<file path="config.mk">
export PLATFORM = sky130hd
export DESIGN_NAME = axi_wr_sched
export DESIGN_NICKNAME = d
export VERILOG_FILES = /design/src/rtl/axi_pkg.sv /design/src/rtl/rr_arbiter.sv /design/src/rtl/axi_wr_sched.sv
export SDC_FILE = /design/constraint.sdc
export NUM_CORES = 1
export LEC_CHECK = 0
export CORE_AREA = 2 2 115 117
export DETAILED_ROUTE_END_ITERATION = 8
export DIE_AREA = 0 0 117 119
export DONT_BUFFER_PORTS = 1
export PLACE_DENSITY = 0.38
export RECOVER_POWER = 50
export SLEW_MARGIN = 10
export SYNTH_ARGS = -nofsm -noshare
export SYNTH_HDL_FRONTEND = slang
export SYNTH_SLANG_ARGS = --single-unit
</file>
<file path="constraint.sdc">
create_clock -name clk -period 2.1 [get_ports clk]
set_input_delay 0.105 -clock clk [delete_from_list [all_inputs] [get_ports clk]]
set_output_delay 0.105 -clock clk [all_outputs]
set_load 0.02 [all_outputs]
</file>
<file path="src/rtl/axi_pkg.sv">
// Shared AXI4 constants, scheduler state encoding and a constant-safe clog2
// used by the write-channel scheduler and its arbiter.
package axi_pkg;

  localparam logic [1:0] BURST_INCR      = 2'b01;
  localparam logic [1:0] RESP_OKAY       = 2'b00;
  localparam logic [1:0] RESP_EXOKAY     = 2'b01;
  localparam logic [1:0] RESP_SLVERR     = 2'b10;
  localparam logic [1:0] RESP_DECERR     = 2'b11;
  localparam logic [3:0] AWCACHE_DEFAULT = 4'b0011;

  typedef enum logic [1:0] {
    ST_IDLE = 2'd0,
    ST_AW   = 2'd1,
    ST_W    = 2'd2,
    ST_B    = 2'd3
  } state_t;

  function automatic int clog2(input int v);
    int r;
    r = 0;
    for (int i = 0; i < 31; i++) begin
      if ((1 << i) < v) r = i + 1;
    end
    return r;
  endfunction

endpackage

</file>
<file path="src/rtl/rr_arbiter.sv">
// Round-robin arbiter: combinational grant searching upward from the pointer,
// pointer moves to one past the served index when advance is strobed.
module rr_arbiter
  import axi_pkg::*;
#(
  parameter  int N  = 2,
  localparam int IW = (clog2(N) < 1) ? 1 : clog2(N)
) (
  input  logic          clk,
  input  logic          rst,
  input  logic [N-1:0]  req,
  input  logic          advance,
  input  logic [IW-1:0] adv_idx,
  output logic [N-1:0]  gnt,
  output logic [IW-1:0] gnt_idx,
  output logic          gnt_valid,
  output logic [IW-1:0] ptr
);

  always_comb begin
    int c;
    gnt       = '0;
    gnt_idx   = '0;
    gnt_valid = 1'b0;
    c         = 0;
    // Walk offsets high to low so the smallest offset from ptr wins.
    for (int k = N - 1; k >= 0; k--) begin
      c = int'(ptr) + k;
      if (c >= N) c = c - N;
      if (req[c]) begin
        gnt_valid = 1'b1;
        gnt_idx   = IW'(c);
      end
    end
    gnt[gnt_idx] = gnt_valid;
  end

  always_ff @(posedge clk or posedge rst) begin
    if (rst) begin
      ptr <= '0;
    end else if (advance) begin
      ptr <= (adv_idx == IW'(N - 1)) ? '0 : adv_idx + 1'b1;
    end
  end

endmodule

</file>
<file path="src/rtl/axi_wr_sched.sv">
// Shares one AXI4 write port between NUM_REQ requesters, one burst in flight:
// arbitrate, issue AW, forward the winner's W beats with WLAST, return B.
module axi_wr_sched
  import axi_pkg::*;
#(
  parameter int DATA_WIDTH = 32,
  parameter int ADDR_WIDTH = 32,
  parameter int ID_WIDTH   = 7,
  parameter int USER_WIDTH = 5,
  parameter int NUM_REQ    = 2
) (
  input  logic                           clk,
  input  logic                           rst,
  input  logic [NUM_REQ-1:0]             req_valid,
  output logic [NUM_REQ-1:0]             req_ready,
  input  logic [NUM_REQ*ADDR_WIDTH-1:0]  req_addr,
  input  logic [NUM_REQ*8-1:0]           req_len,
  input  logic [NUM_REQ*DATA_WIDTH-1:0]  req_wdata,
  input  logic [NUM_REQ*DATA_WIDTH/8-1:0] req_wstrb,
  input  logic [NUM_REQ-1:0]             req_wvalid,
  output logic [NUM_REQ-1:0]             req_wready,
  output logic [NUM_REQ-1:0]             rsp_valid,
  output logic [1:0]                     rsp_resp,
  output logic [ID_WIDTH-1:0]            m_axi_awid,
  output logic [ADDR_WIDTH-1:0]          m_axi_awaddr,
  output logic [7:0]                     m_axi_awlen,
  output logic [2:0]                     m_axi_awsize,
  output logic [1:0]                     m_axi_awburst,
  output logic                           m_axi_awlock,
  output logic [3:0]                     m_axi_awcache,
  output logic [2:0]                     m_axi_awprot,
  output logic [3:0]                     m_axi_awqos,
  output logic [USER_WIDTH-1:0]          m_axi_awuser,
  output logic                           m_axi_awvalid,
  input  logic                           m_axi_awready,
  output logic [DATA_WIDTH-1:0]          m_axi_wdata,
  output logic [DATA_WIDTH/8-1:0]        m_axi_wstrb,
  output logic                           m_axi_wlast,
  output logic [USER_WIDTH-1:0]          m_axi_wuser,
  output logic                           m_axi_wvalid,
  input  logic                           m_axi_wready,
  input  logic [ID_WIDTH-1:0]            m_axi_bid,
  input  logic [1:0]                     m_axi_bresp,
  input  logic [USER_WIDTH-1:0]          m_axi_buser,
  input  logic                           m_axi_bvalid,
  output logic                           m_axi_bready,
  output state_t                         dbg_state
);

  localparam int IW     = (clog2(NUM_REQ) < 1) ? 1 : clog2(NUM_REQ);
  localparam int STRB_W = DATA_WIDTH / 8;

  // Every channel transfers on a clock edge where valid and ready are both
  // high; a valid, once raised, holds its payload stable until that edge.
  state_t                  state;
  logic [IW-1:0]           g;
  logic [IW-1:0]           gnt_idx;
  logic [IW-1:0]           ptr;
  logic [NUM_REQ-1:0]      gnt;
  logic                    gnt_valid;
  logic [NUM_REQ-1:0]      g_onehot;
  logic [ADDR_WIDTH-1:0]   sel_addr;
  logic [7:0]              sel_len;
  logic [7:0]              cnt;
  logic                    w_fire;
  logic                    b_fire;
  logic                    unused_buser;

  rr_arbiter #(.N(NUM_REQ)) u_arb (
    .clk       (clk),
    .rst       (rst),
    .req       (req_valid),
    .advance   (b_fire),
    .adv_idx   (g),
    .gnt       (gnt),
    .gnt_idx   (gnt_idx),
    .gnt_valid (gnt_valid),
    .ptr       (ptr)
  );

  assign unused_buser  = ^{m_axi_buser, ptr};
  assign req_ready     = (state == ST_IDLE) ? gnt : '0;
  assign m_axi_awvalid = (state == ST_AW);
  assign m_axi_bready  = (state == ST_B);
  assign m_axi_wlast   = (state == ST_W) && (cnt == m_axi_awlen);
  assign w_fire        = m_axi_wvalid && m_axi_wready;
  assign b_fire        = m_axi_bvalid && m_axi_bready;
  assign dbg_state     = state;

  assign m_axi_awsize  = 3'(clog2(STRB_W));
  assign m_axi_awburst = BURST_INCR;
  assign m_axi_awlock  = 1'b0;
  assign m_axi_awcache = AWCACHE_DEFAULT;
  assign m_axi_awprot  = 3'b000;
  assign m_axi_awqos   = 4'b0000;
  assign m_axi_awuser  = '0;
  assign m_axi_wuser   = '0;

  // Command fields follow the arbiter winner; W path follows the latched owner.
  always_comb begin
    sel_addr     = '0;
    sel_len      = '0;
    g_onehot     = '0;
    m_axi_wdata  = '0;
    m_axi_wstrb  = '0;
    m_axi_wvalid = 1'b0;
    req_wready   = '0;
    for (int i = 0; i < NUM_REQ; i++) begin
      if (IW'(i) == gnt_idx) begin
        sel_addr = req_addr[i*ADDR_WIDTH +: ADDR_WIDTH];
        sel_len  = req_len[i*8 +: 8];
      end
      if (IW'(i) == g) begin
        g_onehot[i] = 1'b1;
        m_axi_wdata = req_wdata[i*DATA_WIDTH +: DATA_WIDTH];
        m_axi_wstrb = req_wstrb[i*STRB_W +: STRB_W];
        if (state == ST_W) begin
          m_axi_wvalid  = req_wvalid[i];
          req_wready[i] = m_axi_wready;
        end
      end
    end
  end

  always_ff @(posedge clk or posedge rst) begin
    if (rst) begin
      state        <= ST_IDLE;
      g            <= '0;
      m_axi_awid   <= '0;
      m_axi_awaddr <= '0;
      m_axi_awlen  <= '0;
      cnt          <= '0;
      rsp_valid    <= '0;
      rsp_resp     <= RESP_OKAY;
    end else begin
      rsp_valid <= '0;
      case (state)
        ST_IDLE: begin
          if (gnt_valid) begin
            g            <= gnt_idx;
            m_axi_awid   <= ID_WIDTH'(gnt_idx);
            m_axi_awaddr <= sel_addr;
            m_axi_awlen  <= sel_len;
            state        <= ST_AW;
          end
        end
        ST_AW: begin
          if (m_axi_awready) state <= ST_W;
        end
        ST_W: begin
          if (w_fire) begin
            if (m_axi_wlast) begin
              cnt   <= '0;
              state <= ST_B;
            end else begin
              cnt <= cnt + 8'd1;
            end
          end
        end
        ST_B: begin
          if (m_axi_bvalid) begin
            rsp_valid <= g_onehot;
            // A response carrying another ID cannot belong to this burst.
            rsp_resp  <= (m_axi_bid != m_axi_awid) ? RESP_SLVERR : m_axi_bresp;
            state     <= ST_IDLE;
          end
        end
        default: state <= ST_IDLE;
      endcase
    end
  end

endmodule

</file>
==> run metrics <==
status finished clean; endpoint class of the critical path flip-flop; root cell of the clock tree clkbuf_16; clock tree from TritonCTS done; count leader, synth dfrtp_1; total power after layout 0.005691 W; via count of the routed design 2526; dominant synthesized flop cell dfrtp_1; RD Place Congestion 0.7737; Async SR Flop Fraction 100.0%; net load switching power 0.002719 W; cell chain of the critical path buf_6, ha_4, nand2_2, nor3_2, nand3_1, nor2_1, nor2_1, dlygate4sd3_1; destination of the worst register-to-register timing path rsp_resp[1]; cts bufs inserted 5; number of distinct library cells after synthesis 33; area share of the largest cell type after synthesis 40.20%; Worst setup SP type flip-flop; top-level I/O count 299; Synth-to-Final Area Change 12.28%; crit-path max FO 6; DRT Wirelength 10.32 mm; HPWL reported at the end of detailed placement 8.420 mm; RSZ-0062 raised after global routing false; via count of the first global-routing pass 2340; register share of total power 41.5%; global-route wire length before repair 14.22 mm; crit path DAT 2.11 ns; class of the worst hold path input port to flip-flop; Initial Util 27.07%; pwr/cell area 1454 mW/mm^2; net count of the finished layout 549; cell depth of the worst hold path 2; antenna viol nets, final 0; clock tree skew after final layout 0.006659 ns; final setup violation count 0; minimum clock period after layout 1.928 ns; sequential fraction of the synthesis area 40.20%; aggregate global routing overflow 0; peak clock frequency supported by timing 518.6 MHz; share of cells above drive strength 1 20.54%; placeable core area 0.01287 mm^2; die outline area 0.01392 mm^2; final hold violation count 0; total of flip-flops plus latches after synthesis 56; clock group share of total power 15.3%; Final Max Slew Viols 0; commonest cells in the netlist 56 x dfrtp_1, 46 x nand2_1, 46 x o21ai_0, 41 x mux2i_1, 38 x buf_4; cell mode on critical path nor2_1; YS warnings 0; switching power share of the total 47.78%; Tightest Pin Transition 1.116 ns; drt first-iter violations 97; startpoint of the worst hold path req_len[11]; FF-to-FF setup slack 0.17 ns; netlist area before placement 0.003486 mm^2; largest area contributor in the synthesized netlist dfrtp_1; worst reg-to-reg path cell count 8; critical path's largest stage delay 0.55 ns; portion of total power attributed to combinational logic 43.3%; remaining routing DRC violations 0; launching point of the worst reg2reg path dbg_state[0]; Avg Cell Area, Syn 9.875 um^2; cell at the slowest stage of the critical path dlygate4sd3_1; clock network latency to the later pin of the worst-skew pair 0.29 ns; worst path bufs/invs 2; share of the clock period used by the worst path after layout 91.83%; Area contributors post-synth dfrtp_1 40%, mux2_2 12%, mux2i_1 12%, buf_4 8.2%, o21ai_0 6.6%; Die Span Y 119 um; number of sinks driven by the clock tree 56; Max-Slew Margin vs Limit 25.49%; number of standard-cell rows in the floorplan 42; dominant delay contributor by cell family on the critical path buffers and inverters; average vias per placed instance 4.618; peak ir drop on the vdd network 421.2 uV; number of buffers inserted by port buffering 0; path type of the worst setup path flip-flop to flip-flop; total negative setup slack 0 ns; GRT Resource Usage Total 14.01%; wire length per cell 18.87 um; pin count of the biggest net entering global routing 37; deepest clock path buffer count 2; depth of the CTS H-tree 2; number of enable flip-flop cells after synthesis 0; Die Wd 117 um; register clock-pin slew on the reported worst setup and hold paths 0.08 ns; cell count after synthesis 353; WP data required 2.28 ns; number of search-and-repair iterations in the first detailed-routing pass 4; Static Leak 1.847 nW; number of maximum-capacitance violations 0; number of antenna violations at the first check in global routing 2; Worst Hold End m_axi_awlen[3]; Cell Int Power 0.002972 W
==> worst register-to-register path: stages (launching register included) <==
cell and delay (ns):
dfrtp_1 0.36, buf_6 0.16, ha_4 0.19, nand2_2 0.08
nor3_2 0.18, nand3_1 0.10, nor2_1 0.14, nor2_1 0.05
dlygate4sd3_1 0.55
==> area by class of cell <==
type	instances	area, um^2
Inverter	8	30.03
Antenna cell	1	2.502
Timing Repair Buffer	29	231.5
Multi-Input combinational cell	269	1878
Fill cell	1370	8961
Sequential cell	56	1403
Tap cell	176	220.2
Clock inverter	2	10.01
Clock buffer	6	138.9
==> flip-flops by register name, indices dropped and copies added, names as in the netlist <==
name / count
m_axi_awaddr: 32
u_arb.ptr: 1
rsp_valid: 2
cnt: 8
rsp_resp: 2
m_axi_awlen: 8
dbg_state: 2
m_axi_awid: 1
==> what timing repair did <==
item                                   CTS  global route
resized for setup                        0             6
hold buffers                             5             0
setup endpoints to repair                0             1
endpoints found under the hold margin   33             0
setup buffers                            0             1
==> through the flow <==
stage / cell area (um^2) / instances / hold slack, ns / util, % / worst slack (ns)
2_1_floorplan: 3602 / 384 / 0.2349 / - / 0.2165
3_3_place_gp: 3716 / 533 / 0.1392 / 28.86 / 0.2018
3_5_place_dp: 3716 / 533 / 0.1285 / 28.86 / 0.1833
4_1_cts: 3915 / 546 / 0.006200 / 30.41 / 0.04644
5_1_grt: 3911 / 546 / 0.01257 / 30.38 / 0.001806
6_report: 3914 / 547 / 0.01315 / 30.40 / 0.1716
==> how the worst max path moves through the flow <==
stage | to | slack (ns) | depth (start not counted) | startpoint
2_1_floorplan | dbg_state[1] | 0.22 | 7 | dbg_state[0]
3_3_place_gp | dbg_state[1] | 0.20 | 5 | cnt[2]
3_5_place_dp | dbg_state[1] | 0.18 | 5 | cnt[2]
4_1_cts | rsp_resp[1] | 0.05 | 9 | dbg_state[1]
5_1_grt | rsp_resp[1] | 0.002 | 6 | m_axi_awid[0]
6_report | rsp_resp[1] | 0.17 | 8 | dbg_state[0]
==> power groups by stage <==
stage                     registers [W]  clock network (W)  logic (W)
after floorplan                 0.00231                  0    0.00194
after global placement          0.00239                  0    0.00248
after detailed placement        0.00239                  0    0.00251
after CTS                       0.00238           0.000910    0.00251
after global routing            0.00244           0.000942    0.00274
final                           0.00236           0.000868    0.00246
==> layout by cell type (no fill, tap or decap), types with 4 or more instances in the layout <==
cell | synthesis | routed
xor2_1 | 8 | 8
nor2b_1 | 6 | 6
dlygate4sd3_1 | 0 | 5
dfrtp_1 | 56 | 55
nand3_1 | 4 | 4
nor2_1 | 8 | 8
buf_4 | 38 | 15
a22o_1 | 5 | 5
clkbuf_16 | 0 | 5
inv_1 | 8 | 8
nand2_1 | 46 | 45
conb_1 | 2 | 33
ha_1 | 5 | 4
mux2i_1 | 41 | 41
clkbuf_1 | 12 | 5
o21ai_0 | 46 | 46
and3_1 | 6 | 6
mux2_2 | 37 | 37
==> metal layers <==
metal | vias to the layer above | global-route usage, % | wire, um | part of all wire (%)
met4 | 0 | 3.529 | 151 | 1.5
met1 | 1154 | 15.24 | 3723 | 36
met2 | 174 | 26.66 | 5552 | 54
li1 | 1187 | - | - | -
met5 | - | 0 | 0 | 0
met3 | 11 | 3.308 | 898 | 8.7
==> logic make-up (layout without fill, tap and decap cells) <==
| logic type | Yosys count | after routing | synth area share [%] |
|---|---|---|---|
| simple gates | 81 | 81 | 11.02 |
| flops | 56 | 56 | 40.20 |
| xor+xnor | 9 | 9 | 2.261 |
| mux | 79 | 79 | 24.05 |
| buf+inv | 59 | 45 | 10.48 |
| fa+ha+maj | 5 | 5 | 1.795 |
| other cells | 2 | 34 | 0.2154 |
| compound gates | 62 | 62 | 9.978 |
Note: power is estimated with default switching activity, not from simulation.
